## src/rtl/dispatch_ctrl_if.sv

```systemverilog
// Purpose: issue-queue head, issue register and execute-stall bundle for dispatch_ctrl.
// Latency: none (wires only).
// Backpressure: ex_stall from execute freezes the issue register; deq_en pops the queue.
// Ports: q_* = two oldest queue entries (slot 0 older), deq_en = pop strobes,
//        iss_* = registered issue slots, ex_stall = execute cannot accept.
interface dispatch_ctrl_if;
    logic [1:0]       q_valid;
    logic [1:0][31:0] q_pc;
    logic [1:0][31:0] q_inst;
    logic [1:0][31:0] q_imm;
    logic [1:0][7:0]  q_aluop;
    logic [1:0][2:0]  q_alusel;
    logic [1:0]       q_wen;
    logic [1:0][4:0]  q_waddr;
    logic [1:0]       q_r1_en;
    logic [1:0]       q_r2_en;
    logic [1:0][4:0]  q_r1_addr;
    logic [1:0][4:0]  q_r2_addr;
    logic [1:0]       deq_en;

    logic [1:0]       iss_valid;
    logic [1:0][31:0] iss_pc;
    logic [1:0][31:0] iss_inst;
    logic [1:0][31:0] iss_imm;
    logic [1:0][7:0]  iss_aluop;
    logic [1:0][2:0]  iss_alusel;
    logic [1:0]       iss_wen;
    logic [1:0][4:0]  iss_waddr;
    logic [1:0]       iss_r1_en;
    logic [1:0]       iss_r2_en;
    logic [1:0][4:0]  iss_r1_addr;
    logic [1:0][4:0]  iss_r2_addr;
    logic             ex_stall;

    // Queue / execute side.
    modport master (
        output q_valid, q_pc, q_inst, q_imm, q_aluop, q_alusel, q_wen, q_waddr,
               q_r1_en, q_r2_en, q_r1_addr, q_r2_addr, ex_stall,
        input  deq_en, iss_valid, iss_pc, iss_inst, iss_imm, iss_aluop, iss_alusel,
               iss_wen, iss_waddr, iss_r1_en, iss_r2_en, iss_r1_addr, iss_r2_addr
    );

    // Dispatch side.
    modport slave (
        input  q_valid, q_pc, q_inst, q_imm, q_aluop, q_alusel, q_wen, q_waddr,
               q_r1_en, q_r2_en, q_r1_addr, q_r2_addr, ex_stall,
        output deq_en, iss_valid, iss_pc, iss_inst, iss_imm, iss_aluop, iss_alusel,
               iss_wen, iss_waddr, iss_r1_en, iss_r2_en, iss_r1_addr, iss_r2_addr
    );
endinterface

```

## src/rtl/dispatch_ctrl.sv

```systemverilog
// Purpose: dual-issue dispatch with scoreboard hazards, pair-conflict rules and serialization.
// Latency: 1 cycle from queue head to issue register; deq_en is combinational.
// Backpressure: ex_stall holds the issue register and blocks pops; flush overrides stall.
// Ports: clk, rst (async active-low), flush, wb_clr_en/wb_clr_addr (busy release),
//        serial_done (leaves SERIAL_WAIT), io (queue/issue bundle), pause_dispatch, dual_cnt.
module dispatch_ctrl #(
    parameter logic [2:0] ALUSEL_LOAD   = 3'b100,
    parameter logic [2:0] ALUSEL_STORE  = 3'b101,
    parameter logic [2:0] ALUSEL_MULDIV = 3'b011,
    parameter logic [2:0] ALUSEL_SERIAL = 3'b110
) (
    input  logic              clk,
    input  logic              rst,
    input  logic              flush,
    input  logic              wb_clr_en,
    input  logic [4:0]        wb_clr_addr,
    input  logic              serial_done,
    dispatch_ctrl_if.slave    io,
    output logic              pause_dispatch,
    output logic [15:0]       dual_cnt
);

    typedef enum logic {ST_RUN, ST_SERIAL_WAIT} state_t;

    state_t      state, state_nxt;
    logic [31:0] busy, busy_set, busy_clr, busy_nxt;
    logic [1:0]  hz, is_ls, is_md, is_serial, issue;
    logic        raw_conflict, pair_conflict, can0, can1;

    // Per-slot hazard and class decode.
    always_comb begin
        hz        = '0;
        is_ls     = '0;
        is_md     = '0;
        is_serial = '0;
        for (int s = 0; s < 2; s++) begin
            hz[s] = (io.q_r1_en[s] && (io.q_r1_addr[s] != 5'd0) && busy[io.q_r1_addr[s]]) ||
                    (io.q_r2_en[s] && (io.q_r2_addr[s] != 5'd0) && busy[io.q_r2_addr[s]]);
            is_ls[s]     = (io.q_alusel[s] == ALUSEL_LOAD) || (io.q_alusel[s] == ALUSEL_STORE);
            is_md[s]     = (io.q_alusel[s] == ALUSEL_MULDIV);
            is_serial[s] = (io.q_alusel[s] == ALUSEL_SERIAL);
        end
    end

    // Slot 1 must not read what slot 0 writes in the same bundle.
    assign raw_conflict  = io.q_wen[0] && (io.q_waddr[0] != 5'd0) &&
                           ((io.q_r1_en[1] && (io.q_r1_addr[1] == io.q_waddr[0])) ||
                            (io.q_r2_en[1] && (io.q_r2_addr[1] == io.q_waddr[0])));
    assign pair_conflict = raw_conflict || (&is_ls) || (|is_serial) || (&is_md);

    assign can0  = io.q_valid[0] && !io.ex_stall && !flush && (state == ST_RUN) && !hz[0];
    assign can1  = can0 && io.q_valid[1] && !hz[1] && !pair_conflict;
    assign issue = {can1, can0};

    assign io.deq_en      = issue;
    assign pause_dispatch = io.q_valid[0] && !can0;

    // Scoreboard: long-latency producers mark their destination busy; a
    // same-cycle set wins over a writeback clear.
    always_comb begin
        busy_set = '0;
        busy_clr = '0;
        for (int s = 0; s < 2; s++) begin
            if (issue[s] && io.q_wen[s] && (io.q_waddr[s] != 5'd0) &&
                ((io.q_alusel[s] == ALUSEL_LOAD) || is_md[s])) begin
                busy_set[io.q_waddr[s]] = 1'b1;
            end
        end
        if (wb_clr_en) begin
            busy_clr[wb_clr_addr] = 1'b1;
        end
        busy_nxt    = (busy & ~busy_clr) | busy_set;
        busy_nxt[0] = 1'b0;
    end

    always_comb begin
        state_nxt = state;
        if (flush) begin
            state_nxt = ST_RUN;
        end else begin
            case (state)
                ST_RUN:         if ((can0 && is_serial[0]) || (can1 && is_serial[1]))
                                    state_nxt = ST_SERIAL_WAIT;
                ST_SERIAL_WAIT: if (serial_done)
                                    state_nxt = ST_RUN;
                default:        state_nxt = ST_RUN;
            endcase
        end
    end

    always_ff @(posedge clk or negedge rst) begin
        if (!rst) state <= ST_RUN;
        else      state <= state_nxt;
    end

    always_ff @(posedge clk or negedge rst) begin
        if (!rst)       busy <= '0;
        else if (flush) busy <= '0;
        else            busy <= busy_nxt;
    end

    always_ff @(posedge clk or negedge rst) begin
        if (!rst)                            dual_cnt <= '0;
        else if (can1 && (dual_cnt != 16'hFFFF)) dual_cnt <= dual_cnt + 16'd1;
    end

    // Issue register: payload of a slot only reloads when that slot issues.
    always_ff @(posedge clk or negedge rst) begin
        if (!rst) begin
            io.iss_valid   <= '0;
            io.iss_pc      <= '0;
            io.iss_inst    <= '0;
            io.iss_imm     <= '0;
            io.iss_aluop   <= '0;
            io.iss_alusel  <= '0;
            io.iss_wen     <= '0;
            io.iss_waddr   <= '0;
            io.iss_r1_en   <= '0;
            io.iss_r2_en   <= '0;
            io.iss_r1_addr <= '0;
            io.iss_r2_addr <= '0;
        end else if (flush) begin
            io.iss_valid <= '0;
        end else if (!io.ex_stall) begin
            io.iss_valid <= issue;
            for (int s = 0; s < 2; s++) begin
                if (issue[s]) begin
                    io.iss_pc[s]      <= io.q_pc[s];
                    io.iss_inst[s]    <= io.q_inst[s];
                    io.iss_imm[s]     <= io.q_imm[s];
                    io.iss_aluop[s]   <= io.q_aluop[s];
                    io.iss_alusel[s]  <= io.q_alusel[s];
                    io.iss_wen[s]     <= io.q_wen[s];
                    io.iss_waddr[s]   <= io.q_waddr[s];
                    io.iss_r1_en[s]   <= io.q_r1_en[s];
                    io.iss_r2_en[s]   <= io.q_r2_en[s];
                    io.iss_r1_addr[s] <= io.q_r1_addr[s];
                    io.iss_r2_addr[s] <= io.q_r2_addr[s];
                end
            end
        end
    end

endmodule

```

## src/flat_wrapper.sv

```systemverilog
// flat-port wrapper written by rule: the top's interface ports become plain ports
module dispatch_ctrl_flat 
#(
    parameter logic [2:0] ALUSEL_LOAD   = 3'b100,
    parameter logic [2:0] ALUSEL_STORE  = 3'b101,
    parameter logic [2:0] ALUSEL_MULDIV = 3'b011,
    parameter logic [2:0] ALUSEL_SERIAL = 3'b110
)
  (clk, rst, flush, wb_clr_en, wb_clr_addr, serial_done, pause_dispatch, dual_cnt, io_q_valid, io_q_pc, io_q_inst, io_q_imm, io_q_aluop, io_q_alusel, io_q_wen, io_q_waddr, io_q_r1_en, io_q_r2_en, io_q_r1_addr, io_q_r2_addr, io_ex_stall, io_deq_en, io_iss_valid, io_iss_pc, io_iss_inst, io_iss_imm, io_iss_aluop, io_iss_alusel, io_iss_wen, io_iss_waddr, io_iss_r1_en, io_iss_r2_en, io_iss_r1_addr, io_iss_r2_addr);
  dispatch_ctrl_if io_i ();
  input  logic clk;
  input  logic rst;
  input  logic flush;
  input  logic wb_clr_en;
  input  logic [4:0] wb_clr_addr;
  input  logic serial_done;
  output logic pause_dispatch;
  output logic [15:0] dual_cnt;
  input wire logic [$bits(io_i.q_valid)-1:0] io_q_valid;
  input wire logic [$bits(io_i.q_pc)-1:0] io_q_pc;
  input wire logic [$bits(io_i.q_inst)-1:0] io_q_inst;
  input wire logic [$bits(io_i.q_imm)-1:0] io_q_imm;
  input wire logic [$bits(io_i.q_aluop)-1:0] io_q_aluop;
  input wire logic [$bits(io_i.q_alusel)-1:0] io_q_alusel;
  input wire logic [$bits(io_i.q_wen)-1:0] io_q_wen;
  input wire logic [$bits(io_i.q_waddr)-1:0] io_q_waddr;
  input wire logic [$bits(io_i.q_r1_en)-1:0] io_q_r1_en;
  input wire logic [$bits(io_i.q_r2_en)-1:0] io_q_r2_en;
  input wire logic [$bits(io_i.q_r1_addr)-1:0] io_q_r1_addr;
  input wire logic [$bits(io_i.q_r2_addr)-1:0] io_q_r2_addr;
  input wire logic [$bits(io_i.ex_stall)-1:0] io_ex_stall;
  output wire logic [$bits(io_i.deq_en)-1:0] io_deq_en;
  output wire logic [$bits(io_i.iss_valid)-1:0] io_iss_valid;
  output wire logic [$bits(io_i.iss_pc)-1:0] io_iss_pc;
  output wire logic [$bits(io_i.iss_inst)-1:0] io_iss_inst;
  output wire logic [$bits(io_i.iss_imm)-1:0] io_iss_imm;
  output wire logic [$bits(io_i.iss_aluop)-1:0] io_iss_aluop;
  output wire logic [$bits(io_i.iss_alusel)-1:0] io_iss_alusel;
  output wire logic [$bits(io_i.iss_wen)-1:0] io_iss_wen;
  output wire logic [$bits(io_i.iss_waddr)-1:0] io_iss_waddr;
  output wire logic [$bits(io_i.iss_r1_en)-1:0] io_iss_r1_en;
  output wire logic [$bits(io_i.iss_r2_en)-1:0] io_iss_r2_en;
  output wire logic [$bits(io_i.iss_r1_addr)-1:0] io_iss_r1_addr;
  output wire logic [$bits(io_i.iss_r2_addr)-1:0] io_iss_r2_addr;
  assign io_i.q_valid = io_q_valid;
  assign io_i.q_pc = io_q_pc;
  assign io_i.q_inst = io_q_inst;
  assign io_i.q_imm = io_q_imm;
  assign io_i.q_aluop = io_q_aluop;
  assign io_i.q_alusel = io_q_alusel;
  assign io_i.q_wen = io_q_wen;
  assign io_i.q_waddr = io_q_waddr;
  assign io_i.q_r1_en = io_q_r1_en;
  assign io_i.q_r2_en = io_q_r2_en;
  assign io_i.q_r1_addr = io_q_r1_addr;
  assign io_i.q_r2_addr = io_q_r2_addr;
  assign io_i.ex_stall = io_ex_stall;
  assign io_deq_en = io_i.deq_en;
  assign io_iss_valid = io_i.iss_valid;
  assign io_iss_pc = io_i.iss_pc;
  assign io_iss_inst = io_i.iss_inst;
  assign io_iss_imm = io_i.iss_imm;
  assign io_iss_aluop = io_i.iss_aluop;
  assign io_iss_alusel = io_i.iss_alusel;
  assign io_iss_wen = io_i.iss_wen;
  assign io_iss_waddr = io_i.iss_waddr;
  assign io_iss_r1_en = io_i.iss_r1_en;
  assign io_iss_r2_en = io_i.iss_r2_en;
  assign io_iss_r1_addr = io_i.iss_r1_addr;
  assign io_iss_r2_addr = io_i.iss_r2_addr;
  dispatch_ctrl #(.ALUSEL_LOAD(ALUSEL_LOAD), .ALUSEL_STORE(ALUSEL_STORE), .ALUSEL_MULDIV(ALUSEL_MULDIV), .ALUSEL_SERIAL(ALUSEL_SERIAL)) u_core (.clk(clk), .rst(rst), .flush(flush), .wb_clr_en(wb_clr_en), .wb_clr_addr(wb_clr_addr), .serial_done(serial_done), .io(io_i), .pause_dispatch(pause_dispatch), .dual_cnt(dual_cnt));
endmodule
```

## config.mk

```make
export PLATFORM = sky130hd
export DESIGN_NAME = dispatch_ctrl_flat
export DESIGN_NICKNAME = d
export VERILOG_FILES = /design/src/rtl/dispatch_ctrl_if.sv /design/src/rtl/dispatch_ctrl.sv /design/src/flat_wrapper.sv
export SDC_FILE = /design/constraint.sdc
export NUM_CORES = 1
export LEC_CHECK = 0
export CAP_MARGIN = 15
export CELL_PAD_IN_SITES_DETAIL_PLACEMENT = 0
export CELL_PAD_IN_SITES_GLOBAL_PLACEMENT = 2
export CORE_MARGIN = 5
export CORE_UTILIZATION = 30
export DETAILED_ROUTE_END_ITERATION = 6
export GPL_ROUTABILITY_DRIVEN = 0
export GPL_TIMING_DRIVEN = 0
export PLACE_DENSITY_LB_ADDON = 0.1
export SYNTH_ARGS = -nofsm -noshare
export SYNTH_HDL_FRONTEND = slang
export SYNTH_SLANG_ARGS = --single-unit
```

## constraint.sdc

```tcl
create_clock -name clk -period 5.21 [get_ports clk]
set_clock_uncertainty 0.05 [all_clocks]
set_input_delay 0.521 -clock clk [delete_from_list [all_inputs] [get_ports clk]]
set_output_delay 0.521 -clock clk [all_outputs]
set_load 0.05 [all_outputs]
```

==> results of run 1 <==
==> critical path: cells and delay by family <==
kind	cells	cell delay, ps
compound gates	3	660
buf+inv	6	2380
simple gates	2	700
==> kinds of logic (layout without fill, tap and decap cells) <==
group,count (synthesis),in the layout,share of synthesized area (%)
compound gates,111,111,6.22
xor+xnor,25,25,1.57
fa+ha+maj,1,1,0.0895
buf+inv,72,664,3.15
flops,300,300,53.7
mux,299,299,26.6
other cells,0,1,0
simple gates,216,216,8.66
==> synth_stat cells (4+ instances only) <==
library cell and instances:
a21oi_1 18, a41oi_1 30, and2_1 6, and3_1 5, buf_12 5, buf_2 27, buf_4 9, clkbuf_1 20
dfrtp_1 300, inv_1 4, mux2_2 206, mux2_4 49, mux2i_1 26, mux4_2 18, nand2_1 38, nand2b_1 25
nand3_1 13, nand3b_1 10, nand4_1 10, nor2_1 33, nor2b_1 13, nor3_1 17, nor3b_1 23, nor4_1 6
o21ai_0 9, o31ai_1 7, o41ai_1 20, or3_1 5, xnor2_1 7, xor2_1 18
==> stage by stage <==
step / utilization [%] / hold slack (ps) / setup WS [ps]
after floorplan: - / 175 / 1920
after global placement: 43.1 / 412 / -10750
after detailed placement: 43.3 / 404 / -109
after CTS: 45.9 / 295 / 56.9
after global routing: 45.9 / 328 / 221
final: 45.9 / 320 / 345
==> flip-flops by register name, indices dropped and copies added, names as in the netlist <==
| signal | cells |
|---|---|
| u_core.io.iss_alusel | 6 |
| u_core.state | 1 |
| u_core.io.iss_pc | 64 |
| u_core.io.iss_imm | 64 |
| u_core.io.iss_wen | 2 |
| u_core.io.iss_aluop | 16 |
| u_core.io.iss_inst | 64 |
| u_core.busy | 31 |
| u_core.dual_cnt | 16 |
| u_core.io.iss_waddr | 10 |
| u_core.io.iss_r2_addr | 10 |
| u_core.io.iss_r1_en | 2 |
| u_core.io.iss_r2_en | 2 |
| u_core.io.iss_r1_addr | 10 |
| u_core.io.iss_valid | 2 |
==> where the power goes <==
group,switching (W),internal (W),leakage (nW)
Combinational,0.00314,0.00177,4.42
Sequential,0.000367,0.00295,3.70
Clock,0.00102,0.00155,0.581
==> placed cells by master (no fill, tap or decap), drive strengths merged, types with 6 or more instances in the layout <==
cell and count:
clkdlybuf4s50 522, dfrtp 300, mux2 255, clkbuf 75, buf 50, nand2 38, nor2 33, a41oi 30
mux2i 26, nand2b 25, nor3b 23, o41ai 20, mux4 18, a21oi 18, xor2 18, nor3 17
nand3 14, nor2b 13, nand3b 10, nand4 10, o21ai 10, xnor2 7, o31ai 7, nor4 6
and2 6, clkinv 6, inv 6
==> routing by layer <==
metal | GRT usage, % | vias to the layer above | share of wire (%)
li1 | - | 4950 | -
met1 | 26.6 | 5441 | 38
met2 | 37.2 | 439 | 50
met3 | 7.70 | 92 | 8.9
met4 | 6.68 | 4 | 3.0
met5 | 0 | - | 0.045
==> final timing paths <==
check,startpoint,end,slack (ps),cells after the start
max in group asynchronous,rst,u_core.io.iss_inst[10],3320,4
worst min-delay path,io_q_r1_addr[0],u_core.io.iss_r1_addr[0],320,2
min in group asynchronous,rst,u_core.io.iss_r1_en[0],450,2
worst min register to register,u_core.io.iss_alusel[0],u_core.io.iss_alusel[0],430,2
worst max-delay path,flush,io_deq_en[0],350,11
worst max register to register,u_core.busy[27],u_core.io.iss_aluop[10],1930,9
==> area by class of cell <==
class,count,area [um2],area share [%]
repair buffers,528,5350,25.1
well taps,607,759,3.57
clock buffers,55,1050,4.96
inverters,6,25.0,0.118
multi-input cells,652,6040,28.4
clock inverters,9,131,0.617
plain buffers,66,415,1.95
diodes,1,2.50,0.0118
flip-flops and latches,300,7510,35.3
==> what timing repair did <==
item                       4_1_cts  5_1_grt
hold endpoints to repair        43        0
hold buffers                     1        0
setup endpoints to repair        1        1
gates resized for setup          1        1
==> flow_summary.json, run 1 <==
{
  "synth_nets": 1288,
  "synth_top_cells_by_area": "dfrtp_1 54%, mux2_2 17%, mux2_4 5.3%, mux4_2 2.9%, a41oi_1 1.9%",
  "detail_route.wl_per_cell_um": 26.1,
  "cp_max_fo": 10,
  "postRouteAntennaNets": 0,
  "power.ir.vdd_worst_mv": 0.349,
  "post_route_cells_drive_above_1_share_pct": 23.5,
  "setup_viol": 0,
  "ctsLongestPathBuffers": 3,
  "design.die.area_um2": 51000,
  "num_io_pins": 534,
  "report.final.hold_viol_count": 0,
  "drt_drc_violations_left": 0,
  "setup_total_negative_slack_ps": 0,
  "worst_ep_required_time_ps": 4640,
  "fin_nets": 1856,
  "postSynthAreaPerCell_um2": 13.7,
  "crit_path_max_incr_delay_ps": 800,
  "finish.cell_count_without_fillers": 2224,
  "cts.sinks": 300,
  "htree_levels": 2,
  "grt_setup_unrepaired": "no",
  "path_cells": "clkdlybuf4s50_1, nor4b_1, nand2_1, a41o_1, o22a_1, a41o_1, inv_2, buf_2, buf_2, buf_4, clkdlybuf4s50_1",
  "cpMaxStageDelayCell": "clkdlybuf4s50_1",
  "synthDominantAreaCellType": "dfrtp_1",
  "flow.area_growth_from_synthesis_pct": 52.2,
  "postCtsSetupBuffers": 0,
  "drv_cap": 0,
  "worst-slew-pin-transition_ps": 1010,
  "synth_area_um2": 14000,
  "critical_path_class": "in -> out",
  "antenna_found_initial": 3,
  "yosysWarnings": 0,
  "grtUsageTotal_pct": 22.0,
  "timing.hold.worst.class": "in -> reg",
  "period_share_pct": 93.4,
  "synth_seq_cells": 300,
  "clock_latency_ps": 540,
  "cts.reportedPaths.clkPinSlew_ps": 50,
  "rows": 79,
  "synth_top_area_share_pct": 53.7,
  "fp.dieW_um": 226,
  "fillCellCount": 4332,
  "initial_standard_cell_utilization_of_the_core_pct": 30.2,
  "total_power_w": 0.0108,
  "asyncSetResetFlopFracSynth_pct": 100,
  "post_synth_inst_count": 1024,
  "clock_tree.root_cell": "clkbuf_16",
  "outcome": "finished clean",
  "arrival_ps": 4290,
  "final-max-slew-violation-count": 0,
  "dpl_cell_area_um2": 20100,
  "max_clock_freq_mhz": 206,
  "leakagePower_nw": 8.70,
  "cp-end-kind": "output pin",
  "place.detailed.hpwl_mm": 46.2,
  "die_h_um": 226,
  "count_of_buffers_from_port_buffering": 524,
  "vias": 10900,
  "design.core.area_um2": 46400,
  "clock_tree_from_tritoncts": "done",
  "grt_pass1_wl_mm": 82.3,
  "first_global_vias": 11800,
  "post_synth_edffs": 0,
  "detail_route.vias_per_cell": 4.91,
  "fin_area_um2": 21300,
  "power.density_cell_area_nw_per_um2": 508,
  "ys_dominant_reg_cell": "dfrtp_1",
  "period_needed_ps": 4860,
  "globalRoute.totalOverflow": 0,
  "slew_headroom_pct": 32.3,
  "place_inst": 2158,
  "post_synth_num_cell_types": 64,
  "detail_route.iter0.violations": 518,
  "finalWirelength_mm": 58.1,
  "cts_buffers": 38,
  "critPathLaunchType": "primary input",
  "synth-seq-area-share_pct": 53.7,
  "dr.pass1.iters": 7,
  "grt_max_degree": 95
}
No activity file was read; power rests on OpenSTA's default activity.
==> run 2, diff against run 1 <==
Settings changed: CORE_ASPECT_RATIO from default to 0.8.
==> run 2 against run 1 <==
Compared with the run above: cell count increased by 0.67%; die area about the same; via count grew 3.1%; global-route usage grew 0.75 points; worst setup slack lost 120 ps; cell area grew 0.86%; non-clock buffer count stayed put.
==> flow_summary.json, run 2 (synthesis gave the netlist of run 1 again) <==
{
  "outcome": "finished clean",
  "cts.sinks": 300,
  "first_global_vias": 11800,
  "critPathLaunchType": "primary input",
  "whs_path_depth": 2,
  "most-common-layout-cells": "523 x clkdlybuf4s50_1, 300 x dfrtp_1, 206 x mux2_2",
  "final_util_pct": 46.8,
  "rr_endpoint": "u_core.busy[15]",
  "fillCellCount": 4177,
  "antenna_found_initial": 19,
  "slew_headroom_pct": 29.2,
  "drt_drc_violations_left": 0,
  "htree_levels": 2,
  "vias": 11300,
  "grt_pass1_wl_mm": 86.1,
  "leakagePower_nw": 8.76,
  "flow.area_growth_from_synthesis_pct": 53.5,
  "finalWirelength_mm": 59.8,
  "design.core.area_um2": 45900,
  "power.density_cell_area_nw_per_um2": 516,
  "worst_slack_ps": 223,
  "path_cells": "clkdlybuf4s50_1, buf_6, mux4_2, mux2_2, nand4b_1, o211a_1, and2_1, nand3_4, inv_4, buf_8, buf_12, buf_4, clkdlybuf4s50_1",
  "timing.reg2reg.setup_slack_ps": 1900,
  "count_of_buffers_from_port_buffering": 524,
  "fin_area_um2": 21500,
  "worstSetupPathDepth": 13,
  "clock_latency_ps": 560,
  "detail_route.vias_per_cell": 5.03,
  "reg2reg_depth": 10,
  "timing.hold.worst.class": "in -> reg",
  "cp_max_fo": 10,
  "arrival_ps": 4420,
  "period_share_pct": 95.7,
  "post_route_cells_drive_above_1_share_pct": 24.1,
  "critical_path_class": "in -> out",
  "critical_path.top_delay_family": "buffers and inverters",
  "footprint_of_the_multi_input_gates_um2": 6040,
  "crit_path_max_incr_delay_ps": 790,
  "detail_route.wl_per_cell_um": 26.7,
  "setup_total_negative_slack_ps": 0,
  "period_needed_ps": 4990,
  "fin_nets": 1855,
  "dpl_cell_area_um2": 20100,
  "place.detailed.hpwl_mm": 47.4,
  "clock_tree.root_cell": "clkbuf_16",
  "power.ir.vdd_worst_mv": 0.362,
  "dp_worst_setup_slack_ps": -34.9,
  "cp_num_buf_inv": 7,
  "detail_route.iter0.violations": 723,
  "cp_dominant_cell_by_count": "clkdlybuf4s50_1",
  "worst-slew-pin-transition_ps": 1050,
  "ctsLongestPathBuffers": 3,
  "rows": 70,
  "dr.pass1.iters": 5,
  "regArea_um2": 7510,
  "holdWs_ps": 299,
  "worst_ep_required_time_ps": 4640,
  "num_io_pins": 534,
  "cpMaxStageDelayCell": "clkdlybuf4s50_1",
  "grt_setup_unrepaired": "no",
  "cts.reportedPaths.clkPinSlew_ps": 60,
  "max_clock_freq_mhz": 201,
  "postRouteAntennaNets": 0,
  "globalRoute.totalOverflow": 0,
  "reg.largest.list": "u_core.io.iss_imm: 64 flops, u_core.io.iss_inst: 64 flops, u_core.io.iss_pc: 64 flops",
  "die_h_um": 203,
  "design.die.area_um2": 51000,
  "initial_standard_cell_utilization_of_the_core_pct": 30.5,
  "report.final.hold_viol_count": 0,
  "clock_tree_from_tritoncts": "done",
  "cts_buffers": 37,
  "startpoint": "io_q_r2_addr[5]",
  "layout.cells.most_common": "clkdlybuf4s50_1",
  "grt_max_degree": 112,
  "cp-end-kind": "output pin",
  "grtUsageTotal_pct": 22.7,
  "drv_cap": 0,
  "fp.dieW_um": 251,
  "setup.worst_path.end": "io_deq_en[1]",
  "final-max-slew-violation-count": 0,
  "setup_viol": 0,
  "worstReg2RegStart": "u_core.busy[16]"
}
-- run 2: cell types whose count changed in the layout (fill, tap and decap cells not counted), sizes merged --
| cell | before | now |
|---|---|---|
| dlymetal6s2s | 1 | 0 |
| clkinv | 6 | 5 |
| clkbuf | 75 | 77 |
| clkdlybuf4s50 | 522 | 523 |
| bufinv | 3 | 4 |
| clkinvlp | 0 | 1 |
| inv | 6 | 7 |
| diode | 1 | 7 |
-- run 2: metrics by stage --
stage | power, W | instances
after floorplan | 0.00627 | 1024
after global placement | 0.00828 | 2160
after detailed placement | 0.00829 | 2163
after CTS | 0.0112 | 2232
after global routing | 0.0115 | 2236
final | 0.0111 | 2239
-- run 2: cell type report --
class / count / area share (%)
clock buffer: 57 / 5.42
antenna: 7 / 0.0816
clock inverter: 11 / 0.874
inverter: 6 / 0.117
timing repair buffer: 528 / 24.9
multi-input combinational: 652 / 28.1
tap: 612 / 3.57
sequential: 300 / 35.0
buffer: 66 / 1.94
-- run 2: what timing repair did --
item	4_1_cts	5_1_grt
gates resized for setup	1	0
setup buffers	0	0
endpoints found under the hold margin	55	0
endpoints found under the setup margin	1	0
hold buffers	1	0
-- run 2: power by group --
part           switching, W  internal [W]
Combinational       0.00315       0.00177
Clock               0.00110       0.00175
Sequential         0.000351       0.00295
-- run 2: how the worst min path moves through the flow --
stage	start	to	slack (ps)
after floorplan	rst	u_core.busy[10]	180
after global placement	u_core.io.iss_valid[0]	u_core.io.iss_valid[0]	420
after detailed placement	u_core.io.iss_valid[0]	u_core.io.iss_valid[0]	420
after CTS	io_q_r1_addr[0]	u_core.io.iss_r1_addr[0]	270
after global routing	io_q_r1_addr[0]	u_core.io.iss_r1_addr[0]	320
final	io_q_r1_addr[0]	u_core.io.iss_r1_addr[0]	300
-- run 2: per-layer routing --
layer  vias to the layer above  GRT usage [%]  routed length [um]
li1                       4953              -                   -
met1                      5687           28.2               23700
met2                       518           36.9               28200
met3                        90           10.1                6590
met4                        22           5.12                1170
met5                         -              0                 132
==> run 3, diff against run 2 <==
Settings changed: RECOVER_POWER from default to 25.
==> run 3 against run 2 <==
Compared with the run above: the run now ends with capacitance limit, slew limit left; power hardly changed; sequential share of layout area hardly changed; utilization hardly changed.
==> flow_summary.json, run 3 (synthesis gave the netlist of run 1 again) <==
{
  "count_of_buffers_from_port_buffering": 524,
  "fp.dieW_um": 251,
  "detail_route.vias_per_cell": 5.03,
  "cp_dominant_cell_by_count": "clkdlybuf4s50_1",
  "hold_path.startpoint": "io_q_r1_addr[0]",
  "final-max-slew-violation-count": 56,
  "dp_worst_setup_slack_ps": -34.9,
  "arrival_ps": 4420,
  "cp-end-kind": "output pin",
  "htree_levels": 2,
  "place.detailed.hpwl_mm": 47.4,
  "reg.largest.list": "u_core.io.iss_imm: 64 flops, u_core.io.iss_inst: 64 flops, u_core.io.iss_pc: 64 flops",
  "cts.sinks": 300,
  "cts_buffers": 37,
  "postRouteAntennaNets": 0,
  "cp_max_fo": 10,
  "timing.hold.worst.class": "in -> reg",
  "die_h_um": 203,
  "worstReg2RegStart": "u_core.busy[30]",
  "cpMaxStageDelayCell": "clkdlybuf4s50_1",
  "setup_viol": 0,
  "fillCellCount": 4179,
  "drt_drc_violations_left": 0,
  "power.density_cell_area_nw_per_um2": 516,
  "period_needed_ps": 4990,
  "ctsLongestPathBuffers": 3,
  "finalWirelength_mm": 59.9,
  "drv_cap": 1,
  "power.ir.vdd_worst_mv": 0.363,
  "post_route_cells_drive_above_1_share_pct": 24.1,
  "worst_slack_ps": 224,
  "clock_tree.root_cell": "clkbuf_16",
  "cp_num_buf_inv": 7,
  "rr_endpoint": "u_core.io.iss_pc[32]",
  "detail_route.wl_per_cell_um": 26.7,
  "fin_nets": 1855,
  "design.core.area_um2": 45900,
  "grt_pass1_wl_mm": 86.1,
  "critPathLaunchType": "primary input",
  "rows": 70,
  "critical_path_class": "in -> out",
  "initial_standard_cell_utilization_of_the_core_pct": 30.5,
  "antenna_found_initial": 19,
  "period_share_pct": 95.7,
  "globalRoute.totalOverflow": 0,
  "most-common-layout-cells": "523 x clkdlybuf4s50_1, 300 x dfrtp_1, 206 x mux2_2",
  "flow.area_growth_from_synthesis_pct": 53.4,
  "critical_path.top_delay_family": "buffers and inverters",
  "regArea_um2": 7510,
  "failing_checks": "capacitance limit, slew limit",
  "detail_route.iter0.violations": 660,
  "worst-slew-pin-transition_ps": 3510,
  "timing.reg2reg.setup_slack_ps": 1890,
  "path_cells": "clkdlybuf4s50_1, buf_6, mux4_2, mux2_2, nand4b_1, o211a_1, and2_1, nand3_4, inv_4, buf_8, buf_12, buf_4, clkdlybuf4s50_1",
  "leakagePower_nw": 8.76,
  "grt_setup_unrepaired": "no",
  "grtUsageTotal_pct": 22.7,
  "layout.cells.most_common": "clkdlybuf4s50_1",
  "clock_tree_from_tritoncts": "done",
  "place_inst": 2163,
  "cts.reportedPaths.clkPinSlew_ps": 60,
  "reg2reg_depth": 10,
  "worst_ep_required_time_ps": 4640,
  "report.final.hold_viol_count": 0,
  "first_global_vias": 11800,
  "footprint_of_the_multi_input_gates_um2": 6040,
  "whs_path_depth": 2,
  "worst_hold_path.endpoint": "u_core.io.iss_r1_addr[0]",
  "max_clock_freq_mhz": 201,
  "num_io_pins": 534,
  "dr.pass1.iters": 5,
  "finish.cell_count_without_fillers": 2239,
  "slew_headroom_pct": -134,
  "crit_path_max_incr_delay_ps": 790,
  "design.die.area_um2": 51000,
  "clock_latency_ps": 560,
  "vias": 11300,
  "outcome": "complete, but fails checks",
  "grt_max_degree": 112
}
## run 3: where the power goes
part / internal [W] / switching (W)
clock network: 0.00175 / 0.00110
logic: 0.00177 / 0.00315
registers: 0.00295 / 0.000350
total: 0.00647 / 0.00459
## run 3: what timing repair did
item / 4_1_cts / 5_1_grt
endpoints found under the hold margin: 55 / 0
setup buffers: 0 / 0
hold buffers: 1 / 0
gates resized for setup: 1 / 0
endpoints found under the setup margin: 1 / 0
## run 3: worst max path at each step
stage                    start                   end  depth (start not counted)
6_report       io_q_r2_addr[5]          io_deq_en[1]                         13
5_1_grt        io_q_r1_addr[6]          io_deq_en[1]                         13
4_1_cts        io_q_r2_addr[5]          io_deq_en[1]                         13
3_5_place_dp    io_q_alusel[1]          io_deq_en[1]                         12
3_3_place_gp               rst  u_core.io.iss_pc[41]                          1
2_1_floorplan  io_q_r1_addr[0]          io_deq_en[1]                         12
## run 3: area by class of cell
class | instances | area share (%)
Inverter | 6 | 0.117
Tap cell | 612 | 3.57
Antenna cell | 7 | 0.0817
Clock inverter | 11 | 0.875
Sequential cell | 300 | 35.0
Clock buffer | 57 | 5.42
Timing Repair Buffer | 528 | 24.9
Buffer | 66 | 1.94
Multi-Input combinational cell | 652 | 28.2
## run 3: stage by stage
stage	util (%)	cell area (um2)	power (W)	hold WS, ps	TNS (ps)
floorplan	-	14000	0.00627	175	0
global placement	43.6	20000	0.00828	415	-3173980
detailed placement	43.8	20100	0.00829	422	-34.9
CTS	46.7	21400	0.0112	273	0
global route	46.7	21400	0.0115	316	0
finish	46.7	21500	0.0111	299	0
## run 3: metal layers
metal  part of all wire [%]  wire length (um)  GRT usage, %
met5                   0.23               138             0
met4                    1.9              1140          5.12
met3                     11              6530          10.1
met2                     47             28300          36.9
met1                     40             23800          28.2
